===== src/rtl/ntt_stage_seq_pkg.sv =====
// Shared types and helpers for the NTT stage sequencer.
// The sequencer states and the derived drain/counter sizes live here.
package ntt_stage_seq_pkg;

    typedef enum logic [1:0] {
        StIdle  = 2'd0,
        StIssue = 2'd1,
        StDrain = 2'd2,
        StDone  = 2'd3
    } state_t;

    // Cycles between the last read of a stage and the first read of the next.
    function automatic int unsigned drain_cycles(int unsigned ram_lat, int unsigned bfu_lat);
        return ram_lat + bfu_lat;
    endfunction

    function automatic int unsigned cnt_width(int unsigned n);
        return (n < 2) ? 1 : $clog2(n);
    endfunction

endpackage


===== src/rtl/ntt_stage_seq_if.sv =====
// Host/RAM-side signal bundle of the NTT stage sequencer.
// NTT_INVERSE_EN adds inv/scale_en and widens tw_addr to index the inverse ROM half.
interface ntt_stage_seq_if #(
    parameter int unsigned LOGN = 8
);
`ifdef NTT_INVERSE_EN
    localparam int unsigned TW_W = LOGN;
`else
    localparam int unsigned TW_W = LOGN - 1;
`endif

    logic            start;
    logic            busy;
    logic            done;
    logic [LOGN-1:0] stage;
    logic            rd_en;
    logic [LOGN-1:0] rd_addr_x;
    logic [LOGN-1:0] rd_addr_y;
    logic            rd_bank;
    logic [TW_W-1:0] tw_addr;
    logic            bfu_en;
    logic            wr_en;
    logic [LOGN-1:0] wr_addr_x;
    logic [LOGN-1:0] wr_addr_y;
    logic            wr_bank;
`ifdef NTT_INVERSE_EN
    logic            inv;
    logic            scale_en;
`endif

    modport master (
`ifdef NTT_INVERSE_EN
        input  inv,
        output scale_en,
`endif
        input  start,
        output busy, done, stage, rd_en, rd_addr_x, rd_addr_y, rd_bank, tw_addr,
        output bfu_en, wr_en, wr_addr_x, wr_addr_y, wr_bank
    );

    modport slave (
`ifdef NTT_INVERSE_EN
        output inv,
        input  scale_en,
`endif
        output start,
        input  busy, done, stage, rd_en, rd_addr_x, rd_addr_y, rd_bank, tw_addr,
        input  bfu_en, wr_en, wr_addr_x, wr_addr_y, wr_bank
    );

endinterface


===== src/rtl/ntt_stage_seq_delay_line.sv =====
// Fixed-depth shift register, cleared by synchronous reset.
module ntt_stage_seq_delay_line #(
    parameter int unsigned WIDTH = 1,
    parameter int unsigned DEPTH = 1
) (
    input  logic             clk,
    input  logic             reset,
    input  logic [WIDTH-1:0] din,
    output logic [WIDTH-1:0] dout
);

    logic [WIDTH-1:0] pipe_q [DEPTH];

    always_ff @(posedge clk) begin
        if (reset) begin
            for (int unsigned i = 0; i < DEPTH; i++) begin
                pipe_q[i] <= '0;
            end
        end else begin
            pipe_q[0] <= din;
            for (int unsigned i = 1; i < DEPTH; i++) begin
                pipe_q[i] <= pipe_q[i-1];
            end
        end
    end

    assign dout = pipe_q[DEPTH-1];

endmodule


===== src/rtl/ntt_stage_seq.sv =====
// Radix-2 NTT stage sequencer: walks LOGN Cooley-Tukey stages, issuing reads and delayed writes.
// Optional feature macro: NTT_INVERSE_EN (inverse twiddle half and scale_en strobe).
module ntt_stage_seq
    import ntt_stage_seq_pkg::*;
#(
    parameter int unsigned LOGN    = 8,
    parameter int unsigned BFU_LAT = 4,
    parameter int unsigned RAM_LAT = 1
) (
    input  logic            clk,
    input  logic            reset,
    ntt_stage_seq_if.master bus
);

    localparam int unsigned AW = LOGN - 1;
    localparam int unsigned D  = drain_cycles(RAM_LAT, BFU_LAT);
    localparam int unsigned DW = cnt_width(D);
`ifdef NTT_INVERSE_EN
    localparam int unsigned WW = 2 * LOGN + 3;
`else
    localparam int unsigned WW = 2 * LOGN + 2;
`endif
    localparam logic [AW-1:0]   K_MAX      = '1;
    localparam logic [DW-1:0]   DRAIN_LAST = DW'(D - 1);
    localparam logic [LOGN-1:0] S_LAST     = LOGN'(LOGN - 1);

    state_t          state_q, state_d;
    logic [LOGN-1:0] s_q, s_d;
    logic [AW-1:0]   k_q, k_d;
    logic [DW-1:0]   cnt_q, cnt_d;
`ifdef NTT_INVERSE_EN
    logic            inv_q, inv_d;
`endif

    logic            issue;
    logic            last_stage;
    logic [AW-1:0]   mask, p, g, tw;
    logic [LOGN-1:0] x, y, rd_x, rd_y;
    logic [WW-1:0]   wr_din, wr_dout;
    logic            bfu_dout;

    assign issue      = (state_q == StIssue);
    assign last_stage = (s_q == S_LAST);

    // Butterfly addressing: p is the offset within a group, g the group index.
    always_comb begin
        mask = ~({AW{1'b1}} << s_q);
        p    = k_q & mask;
        g    = k_q >> s_q;
        x    = ({1'b0, g} << (s_q + LOGN'(1))) | {1'b0, p};
        y    = x + (LOGN'(1) << s_q);
        tw   = p << (LOGN'(AW) - s_q);
    end

    assign rd_x = issue ? x : '0;
    assign rd_y = issue ? y : '0;

    always_comb begin
        state_d = state_q;
        s_d     = s_q;
        k_d     = k_q;
        cnt_d   = cnt_q;
`ifdef NTT_INVERSE_EN
        inv_d   = inv_q;
`endif
        unique case (state_q)
            StIdle: begin
                if (bus.start) begin
                    state_d = StIssue;
                    s_d     = '0;
                    k_d     = '0;
`ifdef NTT_INVERSE_EN
                    inv_d   = bus.inv;
`endif
                end
            end
            StIssue: begin
                k_d = k_q + AW'(1);
                if (k_q == K_MAX) begin
                    state_d = StDrain;
                    cnt_d   = '0;
                end
            end
            StDrain: begin
                cnt_d = cnt_q + DW'(1);
                if (cnt_q == DRAIN_LAST) begin
                    if (last_stage) begin
                        state_d = StDone;
                    end else begin
                        state_d = StIssue;
                        s_d     = s_q + LOGN'(1);
                        k_d     = '0;
                    end
                end
            end
            StDone: begin
                state_d = StIdle;
                s_d     = '0;
            end
            default: state_d = StIdle;
        endcase
    end

    always_ff @(posedge clk) begin
        if (reset) begin
            state_q <= StIdle;
            s_q     <= '0;
            k_q     <= '0;
            cnt_q   <= '0;
`ifdef NTT_INVERSE_EN
            inv_q   <= 1'b0;
`endif
        end else begin
            state_q <= state_d;
            s_q     <= s_d;
            k_q     <= k_d;
            cnt_q   <= cnt_d;
`ifdef NTT_INVERSE_EN
            inv_q   <= inv_d;
`endif
        end
    end

    // Write side carries addresses already zeroed outside ISSUE, so idle writes stay all-zero.
`ifdef NTT_INVERSE_EN
    assign wr_din = {issue & last_stage, issue & ~s_q[0], rd_x, rd_y, issue};
`else
    assign wr_din = {issue & ~s_q[0], rd_x, rd_y, issue};
`endif

    ntt_stage_seq_delay_line #(
        .WIDTH (1),
        .DEPTH (RAM_LAT)
    ) u_bfu_dly (
        .clk   (clk),
        .reset (reset),
        .din   (issue),
        .dout  (bfu_dout)
    );

    ntt_stage_seq_delay_line #(
        .WIDTH (WW),
        .DEPTH (D)
    ) u_wr_dly (
        .clk   (clk),
        .reset (reset),
        .din   (wr_din),
        .dout  (wr_dout)
    );

    assign bus.busy      = issue || (state_q == StDrain);
    assign bus.done      = (state_q == StDone);
    assign bus.stage     = s_q;
    assign bus.rd_en     = issue;
    assign bus.rd_addr_x = rd_x;
    assign bus.rd_addr_y = rd_y;
    assign bus.rd_bank   = issue & s_q[0];
`ifdef NTT_INVERSE_EN
    assign bus.tw_addr   = issue ? {inv_q, tw} : '0;
    assign bus.scale_en  = wr_dout[WW-1];
`else
    assign bus.tw_addr   = issue ? tw : '0;
`endif
    assign bus.bfu_en    = bfu_dout;
    assign bus.wr_en     = wr_dout[0];
    assign bus.wr_addr_y = wr_dout[LOGN:1];
    assign bus.wr_addr_x = wr_dout[2*LOGN:LOGN+1];
    assign bus.wr_bank   = wr_dout[2*LOGN+1];

endmodule

===== src/flat_wrapper.sv =====
// flat-port wrapper written by rule: the top's interface ports become plain ports
module ntt_stage_seq_flat import ntt_stage_seq_pkg::*;
#(
    parameter int unsigned LOGN    = 8,
    parameter int unsigned BFU_LAT = 4,
    parameter int unsigned RAM_LAT = 1
)
  (clk, reset, bus_start, bus_busy, bus_done, bus_stage, bus_rd_en, bus_rd_addr_x, bus_rd_addr_y, bus_rd_bank, bus_tw_addr, bus_bfu_en, bus_wr_en, bus_wr_addr_x, bus_wr_addr_y, bus_wr_bank);
  ntt_stage_seq_if #(.LOGN(LOGN)) bus_i ();
  input  logic clk;
  input  logic reset;
  input wire logic [$bits(bus_i.start)-1:0] bus_start;
  output wire logic [$bits(bus_i.busy)-1:0] bus_busy;
  output wire logic [$bits(bus_i.done)-1:0] bus_done;
  output wire logic [$bits(bus_i.stage)-1:0] bus_stage;
  output wire logic [$bits(bus_i.rd_en)-1:0] bus_rd_en;
  output wire logic [$bits(bus_i.rd_addr_x)-1:0] bus_rd_addr_x;
  output wire logic [$bits(bus_i.rd_addr_y)-1:0] bus_rd_addr_y;
  output wire logic [$bits(bus_i.rd_bank)-1:0] bus_rd_bank;
  output wire logic [$bits(bus_i.tw_addr)-1:0] bus_tw_addr;
  output wire logic [$bits(bus_i.bfu_en)-1:0] bus_bfu_en;
  output wire logic [$bits(bus_i.wr_en)-1:0] bus_wr_en;
  output wire logic [$bits(bus_i.wr_addr_x)-1:0] bus_wr_addr_x;
  output wire logic [$bits(bus_i.wr_addr_y)-1:0] bus_wr_addr_y;
  output wire logic [$bits(bus_i.wr_bank)-1:0] bus_wr_bank;
  assign bus_i.start = bus_start;
  assign bus_busy = bus_i.busy;
  assign bus_done = bus_i.done;
  assign bus_stage = bus_i.stage;
  assign bus_rd_en = bus_i.rd_en;
  assign bus_rd_addr_x = bus_i.rd_addr_x;
  assign bus_rd_addr_y = bus_i.rd_addr_y;
  assign bus_rd_bank = bus_i.rd_bank;
  assign bus_tw_addr = bus_i.tw_addr;
  assign bus_bfu_en = bus_i.bfu_en;
  assign bus_wr_en = bus_i.wr_en;
  assign bus_wr_addr_x = bus_i.wr_addr_x;
  assign bus_wr_addr_y = bus_i.wr_addr_y;
  assign bus_wr_bank = bus_i.wr_bank;
  ntt_stage_seq #(.LOGN(LOGN), .BFU_LAT(BFU_LAT), .RAM_LAT(RAM_LAT)) u_core (.clk(clk), .reset(reset), .bus(bus_i));
endmodule

===== config.mk =====
export PLATFORM = sky130hd
export DESIGN_NAME = ntt_stage_seq_flat
export DESIGN_NICKNAME = d
export VERILOG_FILES = /design/src/rtl/ntt_stage_seq_pkg.sv /design/src/rtl/ntt_stage_seq_if.sv /design/src/rtl/ntt_stage_seq_delay_line.sv /design/src/rtl/ntt_stage_seq.sv /design/src/flat_wrapper.sv
export SDC_FILE = /design/constraint.sdc
export NUM_CORES = 1
export LEC_CHECK = 0
export CAP_MARGIN = 20
export CORE_UTILIZATION = 61
export DETAILED_ROUTE_END_ITERATION = 10
export GPL_ROUTABILITY_DRIVEN = 0
export PLACE_DENSITY = 0.83
export SLEW_MARGIN = 20
export SYNTH_ARGS = -nofsm -noshare
export SYNTH_HDL_FRONTEND = slang
export SYNTH_HIERARCHICAL = 1
export SYNTH_SLANG_ARGS = --single-unit

===== constraint.sdc =====
create_clock -name clk -period 8.51 [get_ports clk]
set_input_delay 2.1275 -clock clk [delete_from_list [all_inputs] [get_ports clk]]
set_output_delay 2.1275 -clock clk [all_outputs]
set_load 0.02 [all_outputs]

# Word-level counts from Yosys, hierarchy flattened
# Memories as Yosys holds them, arrays and structs flattened.
# Cells that the tools add are included.
# W data, S select, Z words.
# word_totals
reg_bits,20
ramBits,91
inputBits,3
output_inout_bits,54
wordCells,75
mem_count,2
# classes
addsub,5
n_eq_ne,10
shift,5
n_mux,28
bitwise_logic,11
reduce_logical,10
# memory_table
memory,depth,word_bits,read_ports,rd_ports_with_merged_regs,write_ports,line,rtl
u_core.u_wr_dly.pipe_q,5,18,5,0,5,ntt_stage_seq_delay_line.sv:12,logic [WIDTH-1:0] pipe_q [DEPTH];
u_core.u_bfu_dly.pipe_q,1,1,1,0,1,ntt_stage_seq_delay_line.sv:12,
# op_table
operator,n
$mux W18,5
$mux W8,5
$mux W7,4
$pmux W8 S3,1
$pmux W7 S3,1
$add A8 B1 Y8 const B,1
$add A8 B8 Y8,1
$eq A8 B3 Y1 const B,1
$mux W2,4
$or A8 B7 Y8,1
$pmux W2 S4,1
$reduce_and A4 Y1,2
$shl A1 B8 Y8 const A,1
$shl A7 B8 Y7,1
$shl A7 B8 Y7 const A,1
$shl A7 B8 Y8,1
$shr A7 B8 Y7,1
$sub A3 B8 Y8 const A,1
$add A7 B1 Y7 const B,1
$and A7 B7 Y7,1
$eq A7 B7 Y1 const B,1
$not A7 Y7,1
$ne A2 B2 Y1 const B,3
$pmux W3 S2,1
other kinds (17),28

# Longest topological paths before layout
# Gate-level depths: netlist of the first run.
# depth
ltp_word,7
mapped_depth,17
ltp_nobuf,16

# Cells and area by module
# The synthesis of the first run kept the hierarchy.
# modules_own_cells
mod,n_inst,cells_per_inst,area_per_inst_um2,seq_area_each_um2
ntt_stage_seq,1,366,2618.8,400.4
ntt_stage_seq_delay_line (u_core.u_wr_dly),1,208,2612.5,1801.7
ntt_stage_seq_delay_line (u_core.u_bfu_dly),1,2,33.8,20.0

# Least setup slack after synthesis of the first run
# No wires, ideal clock.
# synth_path
path_kind,reg2out
from,register u_core.s_q[0] (netlist: u_core/bus.stage[0])
to,output bus_rd_addr_y[6]
t_arrival_ns,3.316
path_slack_ns,3.066
stages_incl_launch_ff,17
path_buffers,5
path_cell_list,dfxtp_1 -> buf_6 -> buf_2 -> buf_2 -> buf_1 -> nor2_1 -> nor3b_1 -> o2bb2ai_1 -> inv_1 -> fa_1 -> nor2b_1 -> o21ai_0 -> a21boi_0 -> o21ai_0 -> nor3b_1 -> nor3_1 -> buf_4
# synth_via
elab_chain_cells,6
elab_cells_between_ends,10
classes_between,2 x add/sub; 4 x shift; 1 x mux; 3 x bitwise
# synth_rtl
item,line,rtl
from (decl),ntt_stage_seq.sv:28,"logic [LOGN-1:0] s_q, s_d;"
from (signal assigned),ntt_stage_seq.sv:107,s_q <= '0;
from (signal assigned),ntt_stage_seq.sv:115,s_q <= s_d;
branches (longest 4 deep; another with $add A8 B1 Y8),--,
$add A8 B8 Y8 *,ntt_stage_seq.sv:51,y = x + (LOGN'(1) << s_q);
$mux W8 *,ntt_stage_seq.sv:56,assign rd_y = issue ? y : '0;
to (decl),flat_wrapper.sv:18,output wire logic [$bits(bus_i.rd_addr_y)-1:0] bus_rd_addr_y;
# Mark *: on every way between the ends.

# Worst setup path after layout of the first run
# layout_path
from,register u_core.s_q[1] (netlist: u_core/bus.stage[1])
to,output bus_rd_addr_y[6]
# Same word-level chain as after synthesis.

==> impl_metrics.py, run 1 <==
metrics = {
    "detailed_routing": {
        "via_per_inst": 5.70,
        "num_vias": 3908,
        "drt_iter0_markers": 270,
        "drc": 0,
        "drtAntennaViolNets": 0,
        "drt-total-wl_um": 10200,
        "drtPass1Iterations": 7,
        "wire_per_inst_um": 14.9,
    },
    "pwr": {
        "total_power_uw": 1130,
        "peakVddDrop_v": 0.000102,
        "power_leakage_uw": 0.00216,
        "p_per_area_mw_per_mm2": 198,
    },
    "timing": {
        "finalCritPeriodShare_pct": 80.9,
        "whs_ps": 436,
        "setup_tns_ps": 0,
        "fmax_mhz": 145,
        "hold_viol_final": 0,
        "min_period_ps": 6880,
        "worstMarginPinSlew_ps": 1010,
        "clock-skew-final_ps": 13.0,
        "maxSlewViolCount": 0,
        "rsz0062_at_grt": "false",
        "setup_viol_count_final": 0,
        "slew_headroom_pct": 32.7,
    },
    "layout": {
        "mostFrequentLayoutCell": "dfxtp_1",
        "n_antenna_cell": 0,
        "nets": 597,
        "fin_area_mm2": 0.00571,
        "drive_gt1_share_pct": 6.54,
        "mostFrequentLayoutCells": "dfxtp_1, nor2b_1, clkdlybuf4s50_1, nand2_1, nor2_1",
        "final_cells": 686,
        "n_fill_cell": 673,
        "syn2layout_area_growth_pct": 8.36,
    },
    "floorplanning": {
        "fp-row-count": 33,
        "coreArea_mm2": 0.00830,
        "die_area_mm2": 0.00901,
        "fp.dieH_um": 94.9,
        "io_pins": 57,
        "initial_utilization_pct": 63.4,
        "dieWidth_um": 94.9,
    },
    "critical_path": {
        "cp-end-kind": "output pin",
        "crit_arrival_ps": 4760,
        "start_kind": "flop",
        "cp.required_ps": 6380,
        "cp_max_fo": 26,
        "worstSetupPathType": "reg2out",
    },
    "clocking": {
        "clock-sinks": 111,
        "htreeDepth": 3,
        "cts_made_buffers": 9,
        "postCtsSetupBuffers": 0,
        "post_cts_resized": 0,
        "clk_pin_slew_ps": 120,
        "tritoncts": "built",
        "hold_buffers": 0,
        "clockRootBuffer": "clkbuf_8",
        "worstSkewPairLatency_ps": 370,
        "clock_path_buffers": 2,
    },
    "synth": {
        "avgSynthCellArea_um2": 9.14,
        "synth.cell_area_mm2": 0.00527,
        "yosysSeqAreaShare_pct": 42.2,
        "ys_types": 60,
        "synth_seq_cells": 111,
        "synth-edff-count": 0,
        "syn_inst": 576,
        "async_flop_share_pct": 0,
        "yosysTopAreaCell": "dfxtp_1",
        "synth.net_count": 597,
        "yosys_warnings": 6,
        "ys_top_cells_by_area": "dfxtp_1, nor2b_1, buf_4",
        "yosys.area.top_type_share_pct": 42.2,
        "synth_ff_type": "dfxtp_1",
    },
    "place": {
        "placed_area_mm2": 0.00549,
        "placed_cells": 670,
        "io_buffers": 56,
        "dp_hpwl_um": 7080,
    },
    "run": {
        "maxCapViolations": 0,
    },
    "global_route": {
        "grt_pass1_vias": 3542,
        "grt_pass1_wl_um": 16800,
        "antenna_found_initial": 0,
        "grt_usage_pct": 23.9,
        "gr-total-overflow": 0,
        "grt_max_degree": 107,
    },
    "run_status": {
        "outcome": "completed",
    },
    "hold_path": {
        "worstHoldPathType": "reg2reg",
    },
}
==> layout make-up <==
| class | count | area, µm² | area share, % |
|---|---|---|---|
| well taps | 105 | 131 | 2.30 |
| multi-input cells | 377 | 2500 | 43.8 |
| inverters | 20 | 75.1 | 1.32 |
| flip-flops and latches | 111 | 2220 | 38.9 |
| repair buffers | 57 | 566 | 9.91 |
| clock inverters | 7 | 90.1 | 1.58 |
| clock buffers | 9 | 124 | 2.17 |
==> power breakdown <==
group / internal [µW] / switching [µW]
clock: 119 / 191
combinational: 100 / 164
sequential: 540 / 15.1
total: 759 / 371
==> synth_stat cells (2+ instances only) <==
library cell / count
a21oi_1: 23
and3_1: 4
or4_1: 2
clkbuf_1: 16
a32oi_1: 2
or3_1: 6
a41oi_1: 2
buf_1: 3
buf_2: 4
nand4_1: 11
nor3_1: 17
o31ai_1: 2
ha_1: 17
nor3_2: 3
o211ai_1: 4
mux4_2: 4
nand3b_1: 2
nor3b_1: 3
a21o_1: 3
o21ai_0: 13
mux2i_1: 9
mux2_2: 6
dfxtp_1: 111
nor2_1: 39
buf_4: 34
nand2_1: 41
a211oi_1: 3
inv_1: 18
xnor2_1: 5
xor2_1: 7
nor4_1: 3
nor2b_1: 97
nand2b_1: 4
and2_1: 8
buf_6: 11
a21boi_0: 3
nand3_1: 10
a22o_1: 4
==> logic make-up (layout without fill, tap and decap cells) <==
logic type,after synthesis,after routing,share of synthesized area [%]
adder cells (fa/ha/maj),18,18,4.42
multiplexers,20,20,4.92
flip-flops,111,111,42.2
XOR/XNOR,12,12,2.00
AO/OA/AOI/OAI,74,74,9.72
buffers and inverters,88,93,10.4
AND/OR/NAND/NOR,253,253,26.4
==> metal layers <==
layer | vias up | routed length (µm) | GRT usage [%]
met5 | - | 0 | 0
met1 | 1782 | 4360 | 29.8
met4 | 0 | 321 | 10.6
met2 | 180 | 4850 | 40.0
met3 | 46 | 714 | 4.35
li1 | 1900 | - | -
==> state kept, by name, summed over array words and instances, names as in the netlist <==
register and flops:
u_core/u_wr_dly/pipe_q 90, u_core/state_q 2, u_core/u_bfu_dly/pipe_q 1, u_core/cnt_q 3
u_core/bus.stage 8, u_core/k_q 7
==> final timing paths <==
check,from,end,slack [ps],depth (start not counted)
worst min register to register,u_core/u_wr_dly/pipe_q[0][12],u_core/u_wr_dly/pipe_q[0][30],440,1
worst max register to register,u_core/bus.stage[1],u_core/u_wr_dly/pipe_q[0][7],4540,14
worst min-delay path,u_core/u_wr_dly/pipe_q[0][12],u_core/u_wr_dly/pipe_q[0][30],440,1
worst max-delay path,u_core/bus.stage[1],bus_rd_addr_y[6],1630,14
==> per-stage QoR <==
step	setup slack, ps	util, %
global placement	2290	66.2
finish	1630	68.7
floorplan	3070	-
detailed placement	2120	66.2
global route	1250	68.7
CTS	1690	68.7
==> critical path: stages, from the launching register on <==
cell             delay (ps)
dfxtp_1                 900
ha_1                    490
inv_1                   200
nand3_1                 130
nor3b_1                 290
o2bb2ai_1               210
inv_1                   110
fa_1                    440
nor2b_1                 160
o21ai_0                 110
a21boi_0                250
o21ai_0                 130
nor3b_1                 150
nor3_1                  180
clkdlybuf4s50_1         640
No activity file was read; power rests on OpenSTA's default activity.
==> run 2: changes to the inputs <==
CORE_UTILIZATION = 51   (was 61)
PLACE_DENSITY = 0.74   (was 0.83)
clock period = 5.59 ns   (was 8.51 ns; I/O delays follow)
==> impl_metrics.py, run 2 (synthesis results as in run 1) <==
metrics = {
    "layout": {
        "n_antenna_cell": 0,
        "largest_reg_flops": 90,
        "mostFrequentLayoutCell": "dfxtp_1",
        "syn2layout_area_growth_pct": 11.5,
        "nets": 614,
        "finish.utilization_pct": 59.2,
        "drive_gt1_share_pct": 9.87,
        "regMostFlops": "u_core/u_wr_dly/pipe_q",
        "mostFrequentLayoutCells": "dfxtp_1, nor2b_1, clkdlybuf4s50_1, nand2_1, nor2_1",
        "fin_area_mm2": 0.00587,
    },
    "critical_path": {
        "crit_arrival_ps": 3800,
        "cp.required_ps": 4190,
        "worstSetupPathType": "reg2out",
        "start_kind": "flop",
        "cp_max_fo": 17,
        "cp-end-kind": "output pin",
    },
    "timing": {
        "finalCritPeriodShare_pct": 93.1,
        "setup_viol_count_final": 0,
        "maxSlewViolCount": 0,
        "hold_viol_final": 0,
        "rsz0062_at_grt": "false",
        "worstMarginPinSlew_ps": 1020,
        "timing.final.ws_setup_ps": 388,
        "min_period_ps": 5200,
        "clock-skew-final_ps": 19.3,
        "slew_headroom_pct": 31.7,
        "fmax_mhz": 192,
        "setup_tns_ps": 0,
    },
    "floorplanning": {
        "initial_utilization_pct": 53.1,
        "coreArea_mm2": 0.00991,
        "dieWidth_um": 104,
        "io_pins": 57,
        "fp.dieH_um": 104,
        "die_area_mm2": 0.0107,
        "fp-row-count": 36,
    },
    "pwr": {
        "total_power_uw": 1720,
        "peakVddDrop_v": 0.000229,
        "p_per_area_mw_per_mm2": 293,
        "power_leakage_uw": 0.00230,
    },
    "detailed_routing": {
        "wire_per_inst_um": 14.9,
        "top_layer_used": "met4",
        "via_per_inst": 5.40,
        "drc": 0,
        "m1WireLength_um": 4600,
        "num_vias": 3947,
        "drtAntennaViolNets": 0,
        "drt-total-wl_um": 10900,
        "route.met2.wl_um": 4980,
        "drt_iter0_markers": 253,
        "drtPass1Iterations": 6,
        "wl_met3_um": 817,
    },
    "global_route": {
        "gr-total-overflow": 0,
        "grt_pass1_wl_um": 18100,
        "grt_pass1_vias": 3746,
        "antenna_found_initial": 0,
        "grt_max_degree": 107,
        "grt_usage_pct": 20.8,
    },
    "clocking": {
        "cts_made_buffers": 9,
        "clock_path_buffers": 2,
        "clock-sinks": 111,
        "hold_buffers": 0,
        "postCtsSetupBuffers": 0,
        "tritoncts": "built",
        "clockRootBuffer": "clkbuf_8",
        "worstSkewPairLatency_ps": 370,
        "clk_pin_slew_ps": 120,
        "htreeDepth": 3,
    },
    "place": {
        "preCtsSetupSlack_ps": 287,
        "dp_hpwl_um": 7570,
        "placed_area_mm2": 0.00565,
        "io_buffers": 56,
    },
    "run": {
        "maxCapViolations": 0,
    },
    "hold_path": {
        "worstHoldPathType": "reg2reg",
    },
    "run_status": {
        "outcome": "completed",
    },
}
-- run 2: worst paths after layout --
kind / startpoint / to / slack (ps) / depth (start not counted)
min: u_core/u_wr_dly/pipe_q[0][57] / u_core/u_wr_dly/pipe_q[0][75] / 440 / 1
max: u_core/bus.stage[0] / bus_rd_addr_y[6] / 390 / 15
max reg2reg: u_core/bus.stage[0] / u_core/u_wr_dly/pipe_q[0][7] / 2130 / 15
min reg2reg: u_core/u_wr_dly/pipe_q[0][57] / u_core/u_wr_dly/pipe_q[0][75] / 440 / 1
-- run 2: worst max-delay path, cell delays in order, from the launching register on --
cell	delay, ps
dfxtp_2	400
buf_4	250
ha_1	300
inv_1	180
nand3_1	150
nor3b_1	300
o2bb2ai_1	210
inv_1	100
fa_1	430
nor2b_1	160
o21ai_0	110
a21boi_1	190
o21ai_0	110
nor3b_1	150
nor3_1	170
clkbuf_2	210
-- run 2: timing repair --
| item | 4_1_cts | 5_1_grt |
|---|---|---|
| endpoints found under the hold margin | 0 | 0 |
| resized for setup | 1 | 10 |
| endpoints found under the setup margin | 1 | 4 |
-- run 2: area by class of cell --
cell class | count | area [µm²]
clock buffer | 9 | 124
clock inverter | 7 | 77.6
fill | 856 | 4040
inverter | 20 | 75.1
multi-input combinational | 377 | 2510
sequential | 111 | 2220
tap | 133 | 166
timing repair buffer | 74 | 696
-- run 2: report_power, final --
part	switching (µW)	internal, µW	leakage [µW]
registers	16.4	822	0.000896
logic	264	160	0.00131
clock network	282	176	0.0000975
total	562	1160	0.00230
-- run 2: metal layers --
| metal | vias to the layer above | track usage (%) |
|---|---|---|
| li1 | 1923 | - |
| met1 | 1767 | 25.6 |
| met2 | 206 | 33.5 |
| met3 | 51 | 4.85 |
| met4 | 0 | 11.6 |
| met5 | - | 0 |
-- run 2: per-stage QoR --
stage                     hold slack, ps  instances
after floorplan                      414        576
after global placement               416        715
after detailed placement             420        715
after CTS                            440        731
after global routing                 453        731
final                                437        731
==> run 3: changes to the inputs <==
--- a/config.mk
+++ b/config.mk
@@ -11,7 +11,7 @@
 export GPL_ROUTABILITY_DRIVEN = 0
 export PLACE_DENSITY = 0.74
+export SKIP_CTS_REPAIR_TIMING = 1
 export SLEW_MARGIN = 20
 export SYNTH_ARGS = -nofsm -noshare
 export SYNTH_HDL_FRONTEND = slang
-export SYNTH_HIERARCHICAL = 1
 export SYNTH_SLANG_ARGS = --single-unit
==> constraint.sdc (replaced) <==
create_clock -name clk -period 5.59 [get_ports clk]
set_input_delay 1.3975 -clock clk [delete_from_list [all_inputs] [get_ports clk]]
set_output_delay 1.3975 -clock clk [all_outputs]
set_load 0.05 [all_outputs]
==> impl_metrics.py, run 3 <==
metrics = {
    "layout": {
        "regMostFlops": "u_core.u_wr_dly.pipe_q",
        "n_antenna_cell": 0,
        "syn2layout_area_growth_pct": 15.1,
        "nets": 628,
        "largest_reg_flops": 90,
        "drive_gt1_share_pct": 12.1,
        "fin_area_mm2": 0.00597,
        "final_cells": 744,
        "mostFrequentLayoutCell": "dfxtp_1",
        "mostFrequentLayoutCells": "dfxtp_1, nor2b_1, clkdlybuf4s50_1, nor2_1, a21oi_1",
    },
    "timing": {
        "finalCritPeriodShare_pct": 98.5,
        "min_period_ps": 5510,
        "whs_ps": 427,
        "slew_headroom_pct": 39.3,
        "hold_viol_final": 0,
        "clock-skew-final_ps": 19.0,
        "setup_viol_count_final": 0,
        "timing.final.ws_setup_ps": 81.2,
        "worstMarginPinSlew_ps": 911,
        "maxSlewViolCount": 0,
        "fmax_mhz": 182,
    },
    "detailed_routing": {
        "wire_per_inst_um": 14.7,
        "drtAntennaViolNets": 0,
        "drt_iter0_markers": 229,
        "num_vias": 4097,
        "drc": 0,
        "drtPass1Iterations": 5,
        "drt-total-wl_um": 10900,
        "via_per_inst": 5.51,
    },
    "pwr": {
        "p_per_area_mw_per_mm2": 309,
        "peakVddDrop_v": 0.000473,
        "total_power_uw": 1840,
        "power_leakage_uw": 0.00229,
    },
    "synth": {
        "synthSimpleGateAreaFrac_pct": 27.2,
        "async_flop_share_pct": 0,
        "synth_top_family_by_area": "simple AND/OR/NAND/NOR gates",
        "yosys.area.top_type_share_pct": 42.4,
        "synth_fa_ha_area_share_pct": 4.73,
        "synthMuxAreaShare_pct": 2.65,
        "synth_common_cells": "dfxtp_1, nor2b_1, nor2_1",
        "syn_inst": 597,
        "synth.cell_area_mm2": 0.00519,
        "ys_top_cells_by_area": "dfxtp_1, nor2b_1, buf_4",
        "synth.net_count": 619,
        "synth-edff-count": 0,
        "ys_types": 62,
        "yosysSeqAreaShare_pct": 42.4,
        "synth-xor-area-share_pct": 1.01,
        "synth_most_common_cell": "dfxtp_1",
        "avgSynthCellArea_um2": 8.69,
        "synth_ff_type": "dfxtp_1",
        "synth_compound_area_share_pct": 12.7,
        "yosysTopAreaCell": "dfxtp_1",
        "synth_seq_cells": 110,
        "yosys_warnings": 0,
    },
    "floorplanning": {
        "io_pins": 57,
        "die_area_mm2": 0.0106,
        "coreArea_mm2": 0.00982,
        "fp.dieH_um": 103,
        "fp-row-count": 36,
        "dieWidth_um": 103,
        "initial_utilization_pct": 52.8,
    },
    "global_route": {
        "grt_usage_pct": 21.1,
        "grt_max_degree": 98,
        "antenna_found_initial": 0,
        "gr-total-overflow": 0,
        "grt_pass1_wl_um": 17200,
        "grt_pass1_vias": 3569,
    },
    "clocking": {
        "cts_made_buffers": 9,
        "tritoncts": "built",
        "clock-sinks": 110,
        "clock_path_buffers": 2,
        "worstSkewPairLatency_ps": 370,
        "htreeDepth": 3,
        "clockRootBuffer": "clkbuf_8",
        "clk_pin_slew_ps": 120,
    },
    "critical_path": {
        "crit_arrival_ps": 4110,
        "start_kind": "flop",
        "cp_max_fo": 13,
        "cp_slowest_cell": "a2111oi_2",
        "cp-end-kind": "output pin",
        "critical_path.cell_chain": "buf_4 > ha_1 > buf_4 > nand4_1 > nand4b_1 > a31oi_2 > a22oi_2 > inv_1 > ha_1 > a21oi_2 > o21ai_1 > a2111oi_2 > o21ai_0 > mux2i_1 > buf_12",
        "max_stage_delay_ps": 400,
        "critical-path-top-delay-family": "compound AO/OA/AOI/OAI gates",
        "cp.required_ps": 4190,
        "path_buf_inv": 4,
        "worstSetupPathType": "reg2out",
    },
    "run_status": {
        "outcome": "completed",
    },
    "place": {
        "io_buffers": 56,
        "preCtsSetupSlack_ps": 221,
        "placed_area_mm2": 0.00566,
        "dp_hpwl_um": 7580,
        "placed_cells": 727,
    },
    "hold_path": {
        "worstHoldPathType": "reg2reg",
    },
    "run": {
        "maxCapViolations": 0,
    },
}
-- run 3: stage by stage --
step           TNS (ps)  util (%)
5_1_grt            -213      60.8
6_report              0      60.8
3_3_place_gp          0      57.6
3_5_place_dp          0      57.6
2_1_floorplan         0         -
4_1_cts            -384      59.8
-- run 3: power by group --
part	switching [µW]	internal, µW
clock network	304	186
logic	347	173
registers	22.2	813
-- run 3: cell families after synthesis --
logic type,count (synthesis)
DFF,110
muxes,13
buffers and inverters,93
and+or+nand+nor,255
AOI/OAI and AO/OA,101
xor gates and xnor gates,6
adders and majority gates,19
-- run 3: final timing paths --
path / end / depth (start not counted) / start / slack, ps
worst min register to register: u_core.u_wr_dly.pipe_q[0][41] / 1 / u_core.u_wr_dly.pipe_q[0][23] / 430
worst min-delay path: u_core.u_wr_dly.pipe_q[0][41] / 1 / u_core.u_wr_dly.pipe_q[0][23] / 430
worst max register to register: u_core.u_wr_dly.pipe_q[0][7] / 15 / u_core.bus.stage[0] / 1970
worst max-delay path: bus_rd_addr_y[7] / 15 / u_core.bus.stage[0] / 80
-- run 3: layout make-up --
class | instances | area [µm²]
clock buffers | 9 | 124
clock inverters | 7 | 93.8
fillers | 866 | 3850
inverters | 22 | 82.6
multi-input cells | 394 | 2580
flip-flops and latches | 110 | 2210
well taps | 133 | 166
repair buffers | 69 | 718
-- run 3: per-layer routing --
layer	wire length [µm]	up-vias	global-route usage, %
li1	-	2009	-
met1	4350	1839	25.3
met2	5310	198	35.7
met3	746	51	4.47
met4	547	0	10.6
met5	0	-	0
-- run 3: worst register-to-register path, stage by stage, from the launching register on --
cell,delay (ps)
dfxtp_1,360
buf_4,190
ha_1,350
buf_4,220
nand4_1,130
nand4b_1,320
a31oi_2,340
a22oi_2,150
inv_1,70
ha_1,270
nor2b_2,180
o21ai_0,220
a21boi_1,120
o21ai_0,220
nor3b_2,270
nor4_1,70
